File: config.mk
export PLATFORM = sky130hd
export DESIGN_NAME = instr_frame_loader_flat
export DESIGN_NICKNAME = d
export VERILOG_FILES = /design/src/rtl/instr_frame_loader_if.sv /design/src/rtl/instr_frame_loader.sv /design/src/flat_wrapper.sv
export SDC_FILE = /design/constraint.sdc
export NUM_CORES = 1
export LEC_CHECK = 0
export ABC_AREA = 1
export BUFFER_PORTS_ARGS = -buffer_cell sky130_fd_sc_hd__buf_2
export CAP_MARGIN = 20
export CORE_MARGIN = 2
export CORE_UTILIZATION = 43
export DETAILED_ROUTE_END_ITERATION = 7
export PLACE_DENSITY = 0.8
export SYNTH_ARGS = -nofsm -noshare
export SYNTH_HDL_FRONTEND = slang
export SYNTH_SLANG_ARGS = --single-unit
File: constraint.sdc
create_clock -name clk -period 1.4 [get_ports clk]
set_input_delay 0.14 -clock clk [delete_from_list [all_inputs] [get_ports clk]]
set_output_delay 0.14 -clock clk [all_outputs]
set_load 0.005 [all_outputs]
File: src/rtl/instr_frame_loader_if.sv
`default_nettype none
// ============================================================================
// Module      : instr_frame_loader_if
// Description : Bundles the issue-side signals of instr_frame_loader:
//               instruction handshake, register-file read port, writeback
//               snoop, downstream stall, and the per-field frame outputs with
//               their write enables.
//               slave  modport : the loader itself
//               master modport : the surrounding logic (fetch, RF, frame reg)
// Revision    : 1.0 - initial release
// ============================================================================
interface instr_frame_loader_if #(
  parameter int DATA_W       = 32,
  parameter int REG_ADDR_W   = 5,
  parameter int RESULT_SEL_W = 3
);
  // instruction handshake
  logic [31:0]             instr_in;
  logic                    instr_valid;
  logic                    instr_ready;
  // register file read port (1-cycle synchronous read)
  logic [REG_ADDR_W-1:0]   rf_raddr_a;
  logic [REG_ADDR_W-1:0]   rf_raddr_b;
  logic [DATA_W-1:0]       rf_rdata_a;
  logic [DATA_W-1:0]       rf_rdata_b;
  // writeback snoop
  logic                    wb_we;
  logic [REG_ADDR_W-1:0]   wb_addr;
  logic [DATA_W-1:0]       wb_data;
  // frame register side
  logic                    frame_stall;
  logic [DATA_W-1:0]       a_operand;
  logic [DATA_W-1:0]       b_operand;
  logic [DATA_W-1:0]       imm_val;
  logic [REG_ADDR_W-1:0]   a_loc;
  logic [REG_ADDR_W-1:0]   b_loc;
  logic [REG_ADDR_W-1:0]   write_sel;
  logic                    imm_sel;
  logic                    unsigned_sel;
  logic                    sub_en;
  logic                    write_en;
  logic [RESULT_SEL_W-1:0] result_sel;
  logic a_op_we, a_loc_we, b_op_we, b_loc_we, imm_we, imm_sel_we;
  logic unsigned_we, sub_en_we, result_sel_we, write_sel_we, write_en_we;
  logic                    illegal_instr;

  modport slave (
    input  instr_in, instr_valid, rf_rdata_a, rf_rdata_b,
           wb_we, wb_addr, wb_data, frame_stall,
    output instr_ready, rf_raddr_a, rf_raddr_b,
           a_operand, b_operand, imm_val, a_loc, b_loc, write_sel,
           imm_sel, unsigned_sel, sub_en, write_en, result_sel,
           a_op_we, a_loc_we, b_op_we, b_loc_we, imm_we, imm_sel_we,
           unsigned_we, sub_en_we, result_sel_we, write_sel_we, write_en_we,
           illegal_instr
  );

  modport master (
    output instr_in, instr_valid, rf_rdata_a, rf_rdata_b,
           wb_we, wb_addr, wb_data, frame_stall,
    input  instr_ready, rf_raddr_a, rf_raddr_b,
           a_operand, b_operand, imm_val, a_loc, b_loc, write_sel,
           imm_sel, unsigned_sel, sub_en, write_en, result_sel,
           a_op_we, a_loc_we, b_op_we, b_loc_we, imm_we, imm_sel_we,
           unsigned_we, sub_en_we, result_sel_we, write_sel_we, write_en_we,
           illegal_instr
  );
endinterface
`default_nettype wire

File: src/rtl/instr_frame_loader.sv
`default_nettype none
// ============================================================================
// Module      : instr_frame_loader
// Description : Issue-side sequencer filling the per-field instruction frame.
//               Accepts one RV32I word (OP, OP-IMM, LUI), reads rs1/rs2 from
//               the register file, registers the decoded frame and raises
//               the field write enables for one unstalled ISSUE cycle.
//               Sequence: IDLE -> READ -> CAPTURE -> ISSUE -> IDLE.
// Ports       : clk, reset (synchronous, active-high)
//               bus (instr_frame_loader_if.slave): handshake, RF read port,
//               writeback snoop, frame stall, frame fields + write enables,
//               illegal_instr pulse.
// Options     : INSTR_FRAME_FORWARD_EN - when defined, writeback data seen
//               in CAPTURE replaces the RF read data of a matching rs.
// Revision    : 1.0 - initial release
// ============================================================================
module instr_frame_loader #(
  parameter int DATA_W       = 32,
  parameter int REG_ADDR_W   = 5,
  parameter int RESULT_SEL_W = 3
) (
  input  logic                 clk,
  input  logic                 reset,
  instr_frame_loader_if.slave  bus
);

  localparam logic [1:0] S_IDLE    = 2'd0;
  localparam logic [1:0] S_READ    = 2'd1;
  localparam logic [1:0] S_CAPTURE = 2'd2;
  localparam logic [1:0] S_ISSUE   = 2'd3;

  localparam logic [6:0] OPC_OP     = 7'b0110011;
  localparam logic [6:0] OPC_OP_IMM = 7'b0010011;
  localparam logic [6:0] OPC_LUI    = 7'b0110111;

  logic [1:0]              state_q, state_d;
  logic [31:0]             instr_q;

  logic [DATA_W-1:0]       a_operand_q, b_operand_q, imm_val_q;
  logic [REG_ADDR_W-1:0]   a_loc_q, b_loc_q, write_sel_q;
  logic                    imm_sel_q, unsigned_sel_q, sub_en_q, write_en_q;
  logic [RESULT_SEL_W-1:0] result_sel_q;
  logic                    illegal_q;

  // ---------------- decode of the latched instruction ----------------------
  logic [6:0]              w_opcode;
  logic [2:0]              w_funct3;
  logic                    w_f7b5;
  logic [REG_ADDR_W-1:0]   w_rs1, w_rs2, w_rd;
  logic                    w_is_op, w_is_op_imm, w_is_lui, w_legal;
  logic [RESULT_SEL_W-1:0] w_result_sel;
  logic [DATA_W-1:0]       w_imm;
  logic [DATA_W-1:0]       w_a_src, w_b_src;

  assign w_opcode    = instr_q[6:0];
  assign w_rd        = instr_q[11:7];
  assign w_funct3    = instr_q[14:12];
  assign w_rs1       = instr_q[19:15];
  assign w_rs2       = instr_q[24:20];
  assign w_f7b5      = instr_q[30];
  assign w_is_op     = (w_opcode == OPC_OP);
  assign w_is_op_imm = (w_opcode == OPC_OP_IMM);
  assign w_is_lui    = (w_opcode == OPC_LUI);
  assign w_legal     = w_is_op || w_is_op_imm || w_is_lui;

  always_comb begin
    w_result_sel = '0;
    case (w_funct3)
      3'b000:         w_result_sel = RESULT_SEL_W'(0);
      3'b111:         w_result_sel = RESULT_SEL_W'(1);
      3'b110:         w_result_sel = RESULT_SEL_W'(2);
      3'b100:         w_result_sel = RESULT_SEL_W'(3);
      3'b010, 3'b011: w_result_sel = RESULT_SEL_W'(4);
      3'b001:         w_result_sel = RESULT_SEL_W'(5);
      default:        w_result_sel = RESULT_SEL_W'(6);
    endcase
  end

  always_comb begin
    w_imm = '0;
    if (w_is_lui) begin
      w_imm = {instr_q[31:12], 12'b0};
    end else if (w_is_op_imm) begin
      // Shift immediates carry only the shamt; funct7 must not leak in.
      if (w_funct3 == 3'b001 || w_funct3 == 3'b101)
        w_imm = {{(DATA_W-5){1'b0}}, instr_q[24:20]};
      else
        w_imm = {{(DATA_W-12){instr_q[31]}}, instr_q[31:20]};
    end
  end

  // Operand source: x0 always reads as zero, overriding RF and forwarding.
  always_comb begin
    w_a_src = bus.rf_rdata_a;
    w_b_src = bus.rf_rdata_b;
`ifdef INSTR_FRAME_FORWARD_EN
    if (bus.wb_we && bus.wb_addr == w_rs1) w_a_src = bus.wb_data;
    if (bus.wb_we && bus.wb_addr == w_rs2) w_b_src = bus.wb_data;
`endif
    if (w_rs1 == '0) w_a_src = '0;
    if (w_rs2 == '0) w_b_src = '0;
  end

`ifndef INSTR_FRAME_FORWARD_EN
  // Writeback snoop is present on the port list but has no effect here.
  logic w_unused_wb;
  assign w_unused_wb = ^{bus.wb_we, bus.wb_addr, bus.wb_data};
`endif

  // ---------------- FSM: state register ------------------------------------
  always_ff @(posedge clk) begin
    if (reset) state_q <= S_IDLE;
    else       state_q <= state_d;
  end

  // ---------------- FSM: next state ----------------------------------------
  always_comb begin
    state_d = state_q;
    case (state_q)
      S_IDLE:    if (bus.instr_valid) state_d = S_READ;
      S_READ:    state_d = S_CAPTURE;
      S_CAPTURE: state_d = S_ISSUE;
      S_ISSUE:   if (!bus.frame_stall) state_d = S_IDLE;
      default:   state_d = S_IDLE;
    endcase
  end

  // ---------------- FSM: outputs -------------------------------------------
  logic w_issue, w_all_we;
  always_comb begin
    bus.instr_ready = (state_q == S_IDLE) && !reset;
    bus.rf_raddr_a  = (state_q == S_IDLE) ? '0 : w_rs1;
    bus.rf_raddr_b  = (state_q == S_IDLE) ? '0 : w_rs2;
    // Reset is folded in so a reset landing in ISSUE never writes the frame.
    w_issue         = (state_q == S_ISSUE) && !bus.frame_stall && !reset;
    w_all_we        = w_issue && !illegal_q;
    bus.illegal_instr = w_issue && illegal_q;
    bus.write_en_we   = w_issue;
    bus.a_op_we       = w_all_we;
    bus.a_loc_we      = w_all_we;
    bus.b_op_we       = w_all_we;
    bus.b_loc_we      = w_all_we;
    bus.imm_we        = w_all_we;
    bus.imm_sel_we    = w_all_we;
    bus.unsigned_we   = w_all_we;
    bus.sub_en_we     = w_all_we;
    bus.result_sel_we = w_all_we;
    bus.write_sel_we  = w_all_we;
  end

  // ---------------- instruction latch --------------------------------------
  always_ff @(posedge clk) begin
    if (reset)                                     instr_q <= '0;
    else if (state_q == S_IDLE && bus.instr_valid) instr_q <= bus.instr_in;
  end

  // ---------------- frame registers ----------------------------------------
  always_ff @(posedge clk) begin
    if (reset) begin
      a_operand_q    <= '0;
      b_operand_q    <= '0;
      imm_val_q      <= '0;
      a_loc_q        <= '0;
      b_loc_q        <= '0;
      write_sel_q    <= '0;
      imm_sel_q      <= 1'b0;
      unsigned_sel_q <= 1'b0;
      sub_en_q       <= 1'b0;
      write_en_q     <= 1'b0;
      result_sel_q   <= '0;
      illegal_q      <= 1'b0;
    end else if (state_q == S_CAPTURE) begin
      illegal_q <= !w_legal;
      if (w_legal) begin
        a_operand_q    <= w_is_lui ? '0 : w_a_src;
        b_operand_q    <= w_b_src;
        imm_val_q      <= w_imm;
        a_loc_q        <= w_is_lui ? '0 : w_rs1;
        b_loc_q        <= w_rs2;
        write_sel_q    <= w_rd;
        imm_sel_q      <= !w_is_op;
        unsigned_sel_q <= !w_is_lui &&
                          (w_funct3 == 3'b011 || (w_funct3 == 3'b101 && !w_f7b5));
        sub_en_q       <= w_is_op && w_f7b5 && (w_funct3 == 3'b000);
        result_sel_q   <= w_is_lui ? '0 : w_result_sel;
        write_en_q     <= (w_rd != '0);
      end else begin
        // Illegal opcode issues a bubble: only write_en is rewritten.
        write_en_q <= 1'b0;
      end
    end
  end

  assign bus.a_operand    = a_operand_q;
  assign bus.b_operand    = b_operand_q;
  assign bus.imm_val      = imm_val_q;
  assign bus.a_loc        = a_loc_q;
  assign bus.b_loc        = b_loc_q;
  assign bus.write_sel    = write_sel_q;
  assign bus.imm_sel      = imm_sel_q;
  assign bus.unsigned_sel = unsigned_sel_q;
  assign bus.sub_en       = sub_en_q;
  assign bus.write_en     = write_en_q;
  assign bus.result_sel   = result_sel_q;

endmodule
`default_nettype wire

File: src/flat_wrapper.sv
// flat-port wrapper written by rule: the top's interface ports become plain ports
module instr_frame_loader_flat 
#(
  parameter int DATA_W       = 32,
  parameter int REG_ADDR_W   = 5,
  parameter int RESULT_SEL_W = 3
)
  (clk, reset, bus_instr_in, bus_instr_valid, bus_rf_rdata_a, bus_rf_rdata_b, bus_wb_we, bus_wb_addr, bus_wb_data, bus_frame_stall, bus_instr_ready, bus_rf_raddr_a, bus_rf_raddr_b, bus_a_operand, bus_b_operand, bus_imm_val, bus_a_loc, bus_b_loc, bus_write_sel, bus_imm_sel, bus_unsigned_sel, bus_sub_en, bus_write_en, bus_result_sel, bus_a_op_we, bus_a_loc_we, bus_b_op_we, bus_b_loc_we, bus_imm_we, bus_imm_sel_we, bus_unsigned_we, bus_sub_en_we, bus_result_sel_we, bus_write_sel_we, bus_write_en_we, bus_illegal_instr);
  instr_frame_loader_if #(.DATA_W(DATA_W), .REG_ADDR_W(REG_ADDR_W), .RESULT_SEL_W(RESULT_SEL_W)) bus_i ();
  input  logic clk;
  input  logic reset;
  input wire logic [$bits(bus_i.instr_in)-1:0] bus_instr_in;
  input wire logic [$bits(bus_i.instr_valid)-1:0] bus_instr_valid;
  input wire logic [$bits(bus_i.rf_rdata_a)-1:0] bus_rf_rdata_a;
  input wire logic [$bits(bus_i.rf_rdata_b)-1:0] bus_rf_rdata_b;
  input wire logic [$bits(bus_i.wb_we)-1:0] bus_wb_we;
  input wire logic [$bits(bus_i.wb_addr)-1:0] bus_wb_addr;
  input wire logic [$bits(bus_i.wb_data)-1:0] bus_wb_data;
  input wire logic [$bits(bus_i.frame_stall)-1:0] bus_frame_stall;
  output wire logic [$bits(bus_i.instr_ready)-1:0] bus_instr_ready;
  output wire logic [$bits(bus_i.rf_raddr_a)-1:0] bus_rf_raddr_a;
  output wire logic [$bits(bus_i.rf_raddr_b)-1:0] bus_rf_raddr_b;
  output wire logic [$bits(bus_i.a_operand)-1:0] bus_a_operand;
  output wire logic [$bits(bus_i.b_operand)-1:0] bus_b_operand;
  output wire logic [$bits(bus_i.imm_val)-1:0] bus_imm_val;
  output wire logic [$bits(bus_i.a_loc)-1:0] bus_a_loc;
  output wire logic [$bits(bus_i.b_loc)-1:0] bus_b_loc;
  output wire logic [$bits(bus_i.write_sel)-1:0] bus_write_sel;
  output wire logic [$bits(bus_i.imm_sel)-1:0] bus_imm_sel;
  output wire logic [$bits(bus_i.unsigned_sel)-1:0] bus_unsigned_sel;
  output wire logic [$bits(bus_i.sub_en)-1:0] bus_sub_en;
  output wire logic [$bits(bus_i.write_en)-1:0] bus_write_en;
  output wire logic [$bits(bus_i.result_sel)-1:0] bus_result_sel;
  output wire logic [$bits(bus_i.a_op_we)-1:0] bus_a_op_we;
  output wire logic [$bits(bus_i.a_loc_we)-1:0] bus_a_loc_we;
  output wire logic [$bits(bus_i.b_op_we)-1:0] bus_b_op_we;
  output wire logic [$bits(bus_i.b_loc_we)-1:0] bus_b_loc_we;
  output wire logic [$bits(bus_i.imm_we)-1:0] bus_imm_we;
  output wire logic [$bits(bus_i.imm_sel_we)-1:0] bus_imm_sel_we;
  output wire logic [$bits(bus_i.unsigned_we)-1:0] bus_unsigned_we;
  output wire logic [$bits(bus_i.sub_en_we)-1:0] bus_sub_en_we;
  output wire logic [$bits(bus_i.result_sel_we)-1:0] bus_result_sel_we;
  output wire logic [$bits(bus_i.write_sel_we)-1:0] bus_write_sel_we;
  output wire logic [$bits(bus_i.write_en_we)-1:0] bus_write_en_we;
  output wire logic [$bits(bus_i.illegal_instr)-1:0] bus_illegal_instr;
  assign bus_i.instr_in = bus_instr_in;
  assign bus_i.instr_valid = bus_instr_valid;
  assign bus_i.rf_rdata_a = bus_rf_rdata_a;
  assign bus_i.rf_rdata_b = bus_rf_rdata_b;
  assign bus_i.wb_we = bus_wb_we;
  assign bus_i.wb_addr = bus_wb_addr;
  assign bus_i.wb_data = bus_wb_data;
  assign bus_i.frame_stall = bus_frame_stall;
  assign bus_instr_ready = bus_i.instr_ready;
  assign bus_rf_raddr_a = bus_i.rf_raddr_a;
  assign bus_rf_raddr_b = bus_i.rf_raddr_b;
  assign bus_a_operand = bus_i.a_operand;
  assign bus_b_operand = bus_i.b_operand;
  assign bus_imm_val = bus_i.imm_val;
  assign bus_a_loc = bus_i.a_loc;
  assign bus_b_loc = bus_i.b_loc;
  assign bus_write_sel = bus_i.write_sel;
  assign bus_imm_sel = bus_i.imm_sel;
  assign bus_unsigned_sel = bus_i.unsigned_sel;
  assign bus_sub_en = bus_i.sub_en;
  assign bus_write_en = bus_i.write_en;
  assign bus_result_sel = bus_i.result_sel;
  assign bus_a_op_we = bus_i.a_op_we;
  assign bus_a_loc_we = bus_i.a_loc_we;
  assign bus_b_op_we = bus_i.b_op_we;
  assign bus_b_loc_we = bus_i.b_loc_we;
  assign bus_imm_we = bus_i.imm_we;
  assign bus_imm_sel_we = bus_i.imm_sel_we;
  assign bus_unsigned_we = bus_i.unsigned_we;
  assign bus_sub_en_we = bus_i.sub_en_we;
  assign bus_result_sel_we = bus_i.result_sel_we;
  assign bus_write_sel_we = bus_i.write_sel_we;
  assign bus_write_en_we = bus_i.write_en_we;
  assign bus_illegal_instr = bus_i.illegal_instr;
  instr_frame_loader #(.DATA_W(DATA_W), .REG_ADDR_W(REG_ADDR_W), .RESULT_SEL_W(RESULT_SEL_W)) u_core (.clk(clk), .reset(reset), .bus(bus_i));
endmodule
=== Word-level counts from Yosys, hierarchy flattened ===
Cells that the tools add are included.
W data, S select, Z words.

* Output and inout bits: 141
* Input bits: 138
* Word-level logic and storage cells: 73
* Latch bits: 0
* RAM bits: 0
* Bits in registers: 153
* Memories: 0
* ROM bits: 0

* Reduce and logical (&&, ||, !) cells: 29
* $add $sub $neg: 0
* Bitwise logic cells: 0
* Mux-type cells: 15
* $mul: 0
* Eq/ne operators: 15
* Shift operators: 0
* Divide/modulo/power cells: 0
* Order comparisons: 0

{| class="wikitable"
|+ Operators by type and width
! operator !! count
|-
| $mux W32 || 6
|-
| $pmux W3 S6 || 1
|-
| $mux W5 || 3
|-
| $eq A7 B6 Y1 const B || 2
|-
| $eq A3 B3 Y1 const B || 4
|-
| $logic_and A1 B1 Y1 || 10
|-
| $logic_not A5 Y1 || 2
|-
| $pmux W2 S4 || 1
|-
| $eq A7 B5 Y1 const B || 1
|-
| $logic_not A1 Y1 || 7
|-
| $eq A3 B2 Y1 const B || 2
|-
| $reduce_bool A5 Y1 || 1
|-
| $eq A2 B2 Y1 const B || 2
|-
| $logic_or A1 B1 Y1 || 4
|-
| $mux W2 || 2
|-
| $ne A2 B2 Y1 const B || 2
|-
| $reduce_and A2 Y1 || 2
|-
| $eq A3 B1 Y1 const B || 1
|-
| $logic_not A3 Y1 || 1
|-
| $mux W3 || 1
|-
| $eq A2 B1 Y1 const B || 1
|-
| $logic_not A2 Y1 || 1
|-
| $reduce_or A2 Y1 || 1
|-
| $mux W1 || 1
|}

=== Logic depth before layout (Yosys ltp) ===
Gate-level depths: netlist of the first run.

* Word-level depth: 5
* Depth in mapped cells: 10
* Gate-level depth less buffers: 9

=== Worst setup path after synthesis of the first run ===
OpenSTA, ideal clock, no wires.

* Path type: register to output
* Start: reg u_core.state_q[1]
* End: out bus_a_op_we
* Buffers on the path: 1
* Stages on the path, launching flop included: 7
* Data required time: 1260 ps
* Path slack: -145 ps
* Arrival: 1405 ps
* Cells stage by stage: dfxtp_1 -> ha_1 -> inv_1 -> nor3_1 -> inv_1 -> nor2_1 -> buf_4

* Cells in the longest elaborated chain, start to end: 4

{| class="wikitable"
|+ Ends and longest elaborated chain
! element !! line !! source
|-
| from (decl) || instr_frame_loader.sv:36 || <nowiki>logic [1:0] state_q, state_d;</nowiki>
|-
| from (signal assigned) || instr_frame_loader.sv:113 || <nowiki>else state_q <= state_d;</nowiki>
|-
| $eq A2 B2 Y1 || instr_frame_loader.sv:135 || <nowiki>w_issue = (state_q == S_ISSUE) && !bus.frame_stall && !reset;</nowiki>
|-
| $logic_and A1 B1 Y1 (2 in a row) || instr_frame_loader.sv:135 ||
|-
| via bus_write_en_we || flat_wrapper.sv:44 || <nowiki>output wire logic [$bits(bus_i.write_en_we)-1:0] bus_write_en_we;</nowiki>
|-
| $logic_and A1 B1 Y1 || instr_frame_loader.sv:136 || <nowiki>w_all_we = w_issue && !illegal_q;</nowiki>
|-
| to (decl) || flat_wrapper.sv:34 || <nowiki>output wire logic [$bits(bus_i.a_op_we)-1:0] bus_a_op_we;</nowiki>
|}

The timed path passes the listed nets, and every way through them passes these cells.

=== Final worst setup path of the first run ===
* Start: reg u_core.state_q[0]
* End: out bus_instr_ready

* Cells in the longest elaborated chain, start to end: 2

{| class="wikitable"
|+ Ends and longest elaborated chain
! element !! line !! source
|-
| $logic_not A2 Y1 || instr_frame_loader.sv:131 || <nowiki>bus.instr_ready = (state_q == S_IDLE) && !reset;</nowiki>
|-
| $logic_and A1 B1 Y1 || instr_frame_loader.sv:131 ||
|-
| to (decl) || flat_wrapper.sv:20 || <nowiki>output wire logic [$bits(bus_i.instr_ready)-1:0] bus_instr_ready;</nowiki>
|}

Every way passes these cells.

==> key figures, run 1 <==
Setup path
  • Critical-path maximum fanout: 4
  • Crit path launch type: flop
  • Slowest stage cell, crit path: dfxtp_4
  • Arrival @ worst endpoint: 1.56 ns
  • Worst Path Buf+Inv: 5
  • Kind of critical path: flop to primary output
  • CP Cell Sequence: buf_4, inv_6, ha_4, inv_1, buf_4, nor2_1, buf_2
  • Most frequent CP cell: buf_4
  • Largest delay share family, worst path: buffers and inverters
  • Critical Path Sink Type: primary output
  • Worst EP required: 1.26 ns
  • Slowest stage delay, CP: 0.34 ns

Min path
  • Class of the worst hold path: input port to flop

Layout
  • Layout cell share with drive strength beyond 1: 0.354
  • Layout Cells excl Fill: 1382
  • Nets: 1326
  • Area growth, synth to finish: 54.1%
  • Most frequent cells in the layout: 239 x buf_2, 233 x nand2_1, 146 x dfxtp_1, 123 x nor2_1, 64 x inv_1
  • Filler Cells Inserted: 1133
  • Commonest non-fill, non-tap cell in the layout: buf_2
  • Final Util: 0.669

Placement
  • PortBufs: 240
  • Dpl hpwl: 12.5 mm
  • GP Congestion: 0.857
  • Dpl cells: 1273
  • Pre-CTS setup slack: -0.185 ns

Timing
  • Slew HR: 0.755
  • Fin. max-slew vios: 0
  • Fin crit period: 1.70 ns
  • Worst-Margin Slew: 0.364 ns
  • Setup TNS: -20.98 ns
  • # setup viols final: 153
  • Clock Skew: 0.00626 ns
  • WHS: -0.00132 ns
  • RSZ-0062 raised after global routing: yes
  • FMAX: 589 MHz
  • Period utilisation layout: 1.21
  • Final Hold Viols: 1
  • Worst setup margin: -0.297 ns

Synth
  • Synthesized area: 6240 um2
  • Sequential fraction of the synthesis area: 0.491
  • Gate Count Post-Synth: 866
  • Net Count, Synth: 1008
  • Synth cell types: 27
  • Avg Cell Area, Syn: 7.21 um2
  • Synth warn: 0
  • Seq cells post-synth: 153

Floorplanning
  • Die Y: 124 um
  • Site Rows: 44
  • Chip Width: 124 um
  • Top-Level Pins: 279
  • Die area: 15500 um2
  • Initial core utilization: 0.434
  • Core Region: 14400 um2

Drt
  • Routed wire length per instance: 16.0 um
  • Initial DRC Count: 492
  • WL met2: 10.6 mm
  • Remaining DRCs: 0
  • Met3 WL post-DR: 1.74 mm
  • DR vias: 6948
  • Antenna-violating nets left: 0
  • Highest Signal Layer: met4
  • Total detailed-routing wirelength: 22.2 mm
  • Vias per Instance: 5.03
  • M1 WL: 9.04 mm
  • Drt pass-1 iters: 5

CTS
  • Worst-skew pair later-pin latency: 0.42 ns
  • CTS tree: built
  • Clock-pin slew on the worst setup and hold paths: 0.06 ns
  • CTS Buf Count: 17
  • Root buffer selected by CTS: clkbuf_16
  • Htree depth: 4
  • CTS max path bufs: 2
  • Clock sink count: 153

Job
  • Max Cap Viol: 0

Pwr
  • VDD IR max: 0.847 mV
  • Switch Pwr: 4.03 mW
  • Power Internal: 8.91 mW
  • Lkg Pwr: 5.13 nW
  • Comb pwr share: 0.250
  • Sw Share: 0.311
  • Seq pwr share: 0.383
  • Clock Power Share: 0.367
  • PwrDens: 1350 nW/um2

Global route
  • Congestion Overflow GR: 0
  • Vias in the first global route: 6402
  • First-pass GRT wire length: 31.1 mm
  • Total track usage: 0.249
  • Pin count of the biggest net entering global routing: 60
  • Initial antenna violation count: 1

Status
  • Failing checks: negative hold slack, negative setup slack
  • Outcome: complete, but fails checks
[final timing paths]
kind                             from                       end  slack [ns]  cells after the start
setup / recovery    u_core.state_q[0]           bus_instr_ready       -0.30                      7
hold / removal        bus_instr_in[3]         u_core.instr_q[3]      -0.001                      3
hold reg to reg   u_core.bus.b_loc[4]       u_core.bus.b_loc[4]        0.44                      2
setup reg to reg    u_core.state_q[0]  u_core.bus.b_operand[29]       -0.19                     10
[through the flow]
| stage | cell area (um2) | hold WS, ns | power [mW] |
|---|---|---|---|
| final | 9620 | -0.00132 | 12.9 |
| after global routing | 9610 | 0.0128 | 13.5 |
| after CTS | 9040 | 0.000602 | 12.6 |
| after detailed placement | 7820 | 0.378 | 7.66 |
| after global placement | 7820 | 0.374 | 7.61 |
| after floorplan | 6260 | 0.288 | 6.49 |
[power by group through the flow]
stage	clock network, mW	registers, mW	logic [mW]
after floorplan	0	4.95	1.54
final	4.75	4.95	3.23
after CTS	4.79	4.93	2.88
after detailed placement	0	5.00	2.66
after global routing	5.02	5.00	3.52
after global placement	0	4.98	2.63
[timing repair]
action	CTS	global route
resized for setup	16	81
setup buffers	3	10
cloned	3	14
endpoints found under the setup margin	154	175
endpoints found under the hold margin	46	0
hold buffers	46	0
pin swaps	4	11
[kinds of logic after synthesis]
group / share of synthesized area
AOI/OAI and AO/OA: 0.0648
adders and majority gates: 0.00802
buffers and inverters: 0.0946
DFF: 0.491
and+or+nand+nor: 0.342
[routing by layer]
| layer | global-route usage | vias to the layer above |
|---|---|---|
| met5 | 0 | - |
| met4 | 0.146 | 0 |
| met3 | 0.0657 | 77 |
| met2 | 0.414 | 357 |
| met1 | 0.290 | 3151 |
| li1 | - | 3363 |
[Yosys cell counts]
master	count	area, um2
nor4_1	1	6.26
o21bai_1	1	7.51
nand4_1	40	250
a211oi_1	1	7.51
nor2_4	4	45.0
nand3b_1	17	128
dfxtp_1	153	3060
a21oi_1	31	155
clkbuf_1	25	93.8
nor2_1	131	492
buf_2	13	65.1
inv_2	2	7.51
o22ai_1	1	6.26
inv_1	68	255
nand3_2	2	20.0
nor3_1	4	20.0
o21ai_0	43	215
buf_6	2	22.5
ha_1	4	50.1
nand3_1	26	130
nand2_4	1	11.3
nand2_1	271	1020
buf_4	18	135
o21ai_1	1	5.00
o21a_1	1	7.51
nand2_2	2	12.5
buf_1	3	11.3
[state kept, by name (all words and copies together), names as in the netlist, 2 cells and up]
signal,cells
u_core.bus.a_loc,5
u_core.bus.imm_val,32
u_core.bus.b_operand,32
u_core.bus.b_loc,5
u_core.bus.write_sel,5
u_core.state_q,2
u_core.bus.result_sel,3
u_core.instr_q,32
u_core.bus.a_operand,32
[cell type report]
class / count / area, um2 / share of cell area
tap: 184 / 230 / 0.0239
inverter: 70 / 273 / 0.0284
multi-input combinational: 583 / 2820 / 0.294
antenna: 2 / 5.00 / 0.000520
clock inverter: 13 / 170 / 0.0177
clock buffer: 18 / 439 / 0.0457
sequential: 153 / 3080 / 0.320
timing repair buffer: 359 / 2600 / 0.270
[tightest hold or removal path, delay by kind of cell]
family,cells,cell delay (ns)
buffers and inverters,1,0.08
AO/OA/AOI/OAI,2,0.17
(Power assumes the default switching activity.)
==> run 2: changes to the inputs <==
SKIP_CTS_REPAIR_TIMING = 1   (was default)
==> run 2 against run 1 <==
  * The run still ends with negative hold slack, negative setup slack left
  * Clock power hardly changed
  * Register-to-register slack worse by 0.17 ns
  * Utilization is 6.8 points higher
  * Sequential share of layout area is 3.0 points lower
  * Clock skew is 0.0056 ns higher
  * Fmax is 4.1% lower
  * Final area is 10% higher
  * Cell count is 1.0% higher
  * Critical endpoint unchanged
  * Largest power group unchanged
==> key figures, run 2 (same netlist as run 1, synthesis figures left out) <==
Status
  • Outcome: complete, but fails checks
  • Failing checks: negative hold slack, negative setup slack

Drt
  • Vias per Instance: 5.24
  • Initial DRC Count: 562
  • Drt pass-1 iters: 5
  • Remaining DRCs: 0
  • Antenna-violating nets left: 0
  • DR vias: 7309
  • Total detailed-routing wirelength: 24.8 mm
  • Routed wire length per instance: 17.8 um

CTS
  • CTS max path bufs: 2
  • CTS tree: built
  • Clock sink count: 153
  • CTS Buf Count: 17
  • Root buffer selected by CTS: clkbuf_16
  • Clock-pin slew on the worst setup and hold paths: 0.06 ns
  • Htree depth: 4
  • Worst-skew pair later-pin latency: 0.43 ns

Pwr
  • Lkg Pwr: 5.59 nW
  • Comb pwr share: 0.303
  • VDD IR max: 0.859 mV
  • Clock Power Share: 0.341
  • Switch Pwr: 4.57 mW
  • PwrDens: 1320 nW/um2
  • Power Internal: 9.39 mW
  • Seq pwr share: 0.356
  • Sw Share: 0.327

Timing
  • Fin crit period: 1.77 ns
  • Period utilisation layout: 1.26
  • Setup TNS: -44.58 ns
  • Slew HR: 0.754
  • # setup viols final: 175
  • Worst setup margin: -0.369 ns
  • Fin. max-slew vios: 0
  • Clock Skew: 0.0119 ns
  • RSZ-0062 raised after global routing: yes
  • FMAX: 565 MHz
  • Worst-Margin Slew: 0.369 ns
  • Final Hold Viols: 8
  • WHS: -0.0147 ns

Layout
  • Commonest non-fill, non-tap cell in the layout: buf_2
  • Multi-input gate area: 3450 um2
  • Final instance area: 10600 um2
  • Layout cell share with drive strength beyond 1: 0.463
  • Total area of sequential cells: 3070 um2
  • Filler Cells Inserted: 924
  • Nets: 1342
  • Area growth, synth to finish: 69.8%
  • Ant. Diodes: 0
  • Most frequent cells in the layout: 239 x buf_2, 176 x nand2_1, 151 x dfxtp_1, 101 x nor2_1, 68 x nand2_2

Global route
  • Initial antenna violation count: 0
  • Vias in the first global route: 5737
  • Busiest grt layer: met2
  • Pin count of the biggest net entering global routing: 60
  • First-pass GRT wire length: 27.9 mm
  • Met1 Track Usage GR: 0.277
  • Congestion Overflow GR: 0
  • Global-route met2 utilization: 0.364
  • Total track usage: 0.222
  • Met3 Resource Use GR: 0.0563

Setup path
  • Slowest stage cell, crit path: dfxtp_4
  • Most frequent CP cell: buf_4
  • Critical Path Sink Type: primary output
  • Arrival @ worst endpoint: 1.63 ns
  • CP Cell Sequence: buf_4, buf_6, inv_6, ha_4, inv_2, buf_4, nor2_2, buf_2
  • Worst EP required: 1.26 ns
  • Slowest stage delay, CP: 0.35 ns
  • Largest delay share family, worst path: buffers and inverters
  • Worst Path Buf+Inv: 6
  • Kind of critical path: flop to primary output
  • Crit path launch type: flop
  • R2r setup slk: -0.36 ns
  • Critical-path maximum fanout: 4

Floorplanning
  • Core Region: 14400 um2
  • Site Rows: 44
  • Top-Level Pins: 279
  • Chip Width: 124 um
  • Initial core utilization: 0.434
  • Die Y: 124 um
  • Die area: 15500 um2

Placement
  • GP Congestion: 0.857
  • Dpl hpwl: 12.5 mm
  • PortBufs: 240
  • Post-Place Cell Area: 7820 um2
  • Pre-CTS setup slack: -0.185 ns

Min path
  • Class of the worst hold path: input port to flop

Job
  • Max Cap Viol: 0
run 2: cell types whose count changed in the layout (fill, tap and decap cells not counted), moves of 11 or more:
cell     previous run  this run
buf_6               8        21
o21ai_0            35        11
nand2_2            38        68
nand2_1           233       176
nand2_4             2        27
a21oi_1            30        18
o21ai_2             4        25
nor2_2              7        19
nor2_1            123       101
buf_4              42        31
a21oi_2             1        13
run 2: per-stage QoR:
step	std cells	power, mW	hold WS, ns	util
after global routing	1396	14.5	-0.000312	0.737
after CTS	1304	12.4	-0.0664	0.587
final	1396	14.0	-0.0147	0.737
after detailed placement	1273	7.66	0.378	0.544
after global placement	1273	7.61	0.374	0.544
after floorplan	866	6.49	0.288	-
run 2: per-layer routing:
layer / vias to the layer above / routed length, um
met4: 0 / 1060
met5: - / 0
met3: 104 / 1790
li1: 3395 / -
met2: 415 / 12300
met1: 3395 / 9620
run 2: cell type report:
| type | count | share of cell area |
|---|---|---|
| clock buffers | 18 | 0.0414 |
| well taps | 184 | 0.0217 |
| multi-input cells | 584 | 0.325 |
| flip-flops and latches | 153 | 0.290 |
| clock inverters | 13 | 0.0161 |
| inverters | 70 | 0.0263 |
| repair buffers | 374 | 0.279 |
run 2: worst min-delay path, cell delays in order:
cell     delay [ns]
buf_2          0.09
o21ai_2        0.05
a21oi_1        0.10
run 2: path summary, 6_finish.rpt:
check | end | cells past startpoint | from
worst max register to register | u_core.bus.b_operand[18] | 11 | u_core.state_q[0]
worst min-delay path | u_core.instr_q[25] | 3 | bus_instr_in[25]
worst min register to register | u_core.bus.b_operand[12] | 2 | u_core.bus.b_operand[12]
worst max-delay path | bus_instr_ready | 8 | u_core.state_q[0]
run 2: power by group through the flow:
stage               clock network (mW)  registers (mW)  logic [mW]
finish                            4.76            4.97        4.23
global route                      5.03            5.00        4.50
CTS                               4.79            4.90        2.67
detailed placement                   0            5.00        2.66
global placement                     0            4.98        2.63
floorplan                            0            4.95        1.54
==> run 3: changes to the inputs <==
CORE_ASPECT_RATIO = 0.75   (was default)
CORE_UTILIZATION = 47   (was 43)
PLACE_DENSITY = 0.83   (was 0.8)
clock period = 1.9 ns   (was 1.4 ns; I/O delays follow)
==> run 3 against run 2 <==
  * The run ends with negative hold slack left
  * Cell count down 9.0%
  * Routed wire length down 31%
  * Register-to-register slack better by 0.55 ns
  * Worst setup slack better by 0.50 ns
  * Total power down 35%
  * Critical path type unchanged
  * Largest cell class is now registers
  * Highest routed layer unchanged
==> key figures, run 3 (same netlist as run 1, synthesis figures left out) <==
Placement
  • Dpl hpwl: 11.9 mm
  • Pre-CTS setup slack: 0.0732 ns
  • Post-Place Cell Area: 7540 um2
  • GP Congestion: 0.850
  • Dpl cells: 1236
  • PortBufs: 240

Setup path
  • Crit path launch type: flop
  • Kind of critical path: flop to primary output
  • Slowest stage cell, crit path: dfxtp_1
  • Worst EP required: 1.71 ns
  • Largest delay share family, worst path: buffers and inverters
  • Critical-path maximum fanout: 7
  • Critical Path Sink Type: primary output
  • Slowest stage delay, CP: 0.37 ns
  • Arrival @ worst endpoint: 1.58 ns
  • CP Cell Sequence: inv_1, ha_2, buf_4, nor2_1, buf_2
  • Worst Path Buf+Inv: 3

Drt
  • WL met2: 7.85 mm
  • Routed wire length per instance: 13.5 um
  • Initial DRC Count: 355
  • Remaining DRCs: 0
  • Total detailed-routing wirelength: 17.1 mm
  • M1 WL: 7.59 mm
  • DR vias: 6185
  • Vias per Instance: 4.87
  • Antenna-violating nets left: 0
  • Met3 WL post-DR: 1.54 mm
  • Highest Signal Layer: met4
  • Drt pass-1 iters: 5

Global route
  • Pin count of the biggest net entering global routing: 69
  • Initial antenna violation count: 1
  • First-pass GRT wire length: 26.9 mm
  • Total track usage: 0.238
  • Vias in the first global route: 5475
  • Congestion Overflow GR: 0

Floorplanning
  • Die area: 14200 um2
  • Core Region: 13000 um2
  • Initial core utilization: 0.481
  • Chip Width: 137 um
  • Top-Level Pins: 279
  • Site Rows: 36
  • Die Y: 104 um

Layout
  • Final Util: 0.634
  • Most frequent cells in the layout: 271 x nand2_1, 240 x buf_2, 153 x dfxtp_1, 129 x nor2_1, 66 x inv_1
  • Nets: 1227
  • Filler Cells Inserted: 1180
  • Final instance area: 8220 um2
  • Commonest non-fill, non-tap cell in the layout: nand2_1
  • Layout Cells excl Fill: 1270
  • Total area of sequential cells: 3060 um2
  • Multi-input gate area: 2620 um2
  • Area growth, synth to finish: 31.7%
  • Layout cell share with drive strength beyond 1: 0.283

Status
  • Failing checks: negative hold slack
  • Outcome: complete, but fails checks

Pwr
  • Seq pwr share: 0.403
  • Clock Power Share: 0.408
  • Switch Pwr: 2.78 mW
  • PwrDens: 1100 nW/um2
  • VDD IR max: 0.849 mV
  • Sw Share: 0.307
  • Final Total Pwr: 9.04 mW
  • Comb pwr share: 0.189
  • Power Internal: 6.26 mW
  • Lkg Pwr: 4.52 nW

Timing
  • FMAX: 565 MHz
  • Clock Skew: 0.00850 ns
  • Slew HR: 0.692
  • RSZ-0062 raised after global routing: no
  • Period utilisation layout: 0.932
  • Fin crit period: 1.77 ns
  • Final Hold Viols: 1
  • Fin. max-slew vios: 0
  • Worst-Margin Slew: 0.457 ns
  • # setup viols final: 0
  • Setup TNS: 0 ns
  • WHS: -0.00341 ns
  • Worst setup margin: 0.130 ns

CTS
  • Clock-pin slew on the worst setup and hold paths: 0.07 ns
  • Worst-skew pair later-pin latency: 0.42 ns
  • Clock sink count: 153
  • Htree depth: 4
  • CTS Buf Count: 17
  • CTS max path bufs: 2
  • Root buffer selected by CTS: clkbuf_16
  • CTS tree: built

Job
  • Max Cap Viol: 0

Min path
  • Class of the worst hold path: input port to flop
-- run 3: metal layers --
layer | vias up | global-route usage
li1 | 3150 | -
met1 | 2765 | 0.318
met2 | 254 | 0.376
met3 | 16 | 0.0651
met4 | 0 | 0.0685
met5 | - | 0
-- run 3: final timing paths --
check | to | cells past startpoint | start | slack, ns
setup reg to reg | u_core.bus.a_operand[11] | 9 | u_core.state_q[0] | 0.19
setup / recovery | bus_rf_raddr_a[4] | 5 | u_core.state_q[1] | 0.13
hold reg to reg | u_core.bus.b_loc[2] | 2 | u_core.bus.b_loc[2] | 0.44
hold / removal | u_core.bus.b_operand[5] | 3 | bus_rf_rdata_b[5] | -0.003
-- run 3: final cells by class --
| cell class | count | share of cell area |
|---|---|---|
| inverter | 70 | 0.0320 |
| clock inverter | 14 | 0.0259 |
| clock buffer | 18 | 0.0522 |
| timing repair buffer | 260 | 0.172 |
| sequential | 153 | 0.373 |
| multi-input combinational | 583 | 0.319 |
| antenna | 1 | 0.000304 |
| tap | 171 | 0.0260 |
-- run 3: worst min-delay path: stages --
cell     delay, ns
buf_2         0.08
nand4_1       0.07
nand2_1       0.05
-- run 3: power by group through the flow --
stage | Clock, mW | Sequential (mW) | Combinational [mW]
4_1_cts | 3.74 | 3.63 | 1.68
3_5_place_dp | 0 | 3.70 | 1.67
2_1_floorplan | 0 | 3.64 | 1.12
5_1_grt | 3.88 | 3.67 | 1.93
6_report | 3.68 | 3.64 | 1.71
3_3_place_gp | 0 | 3.69 | 1.65
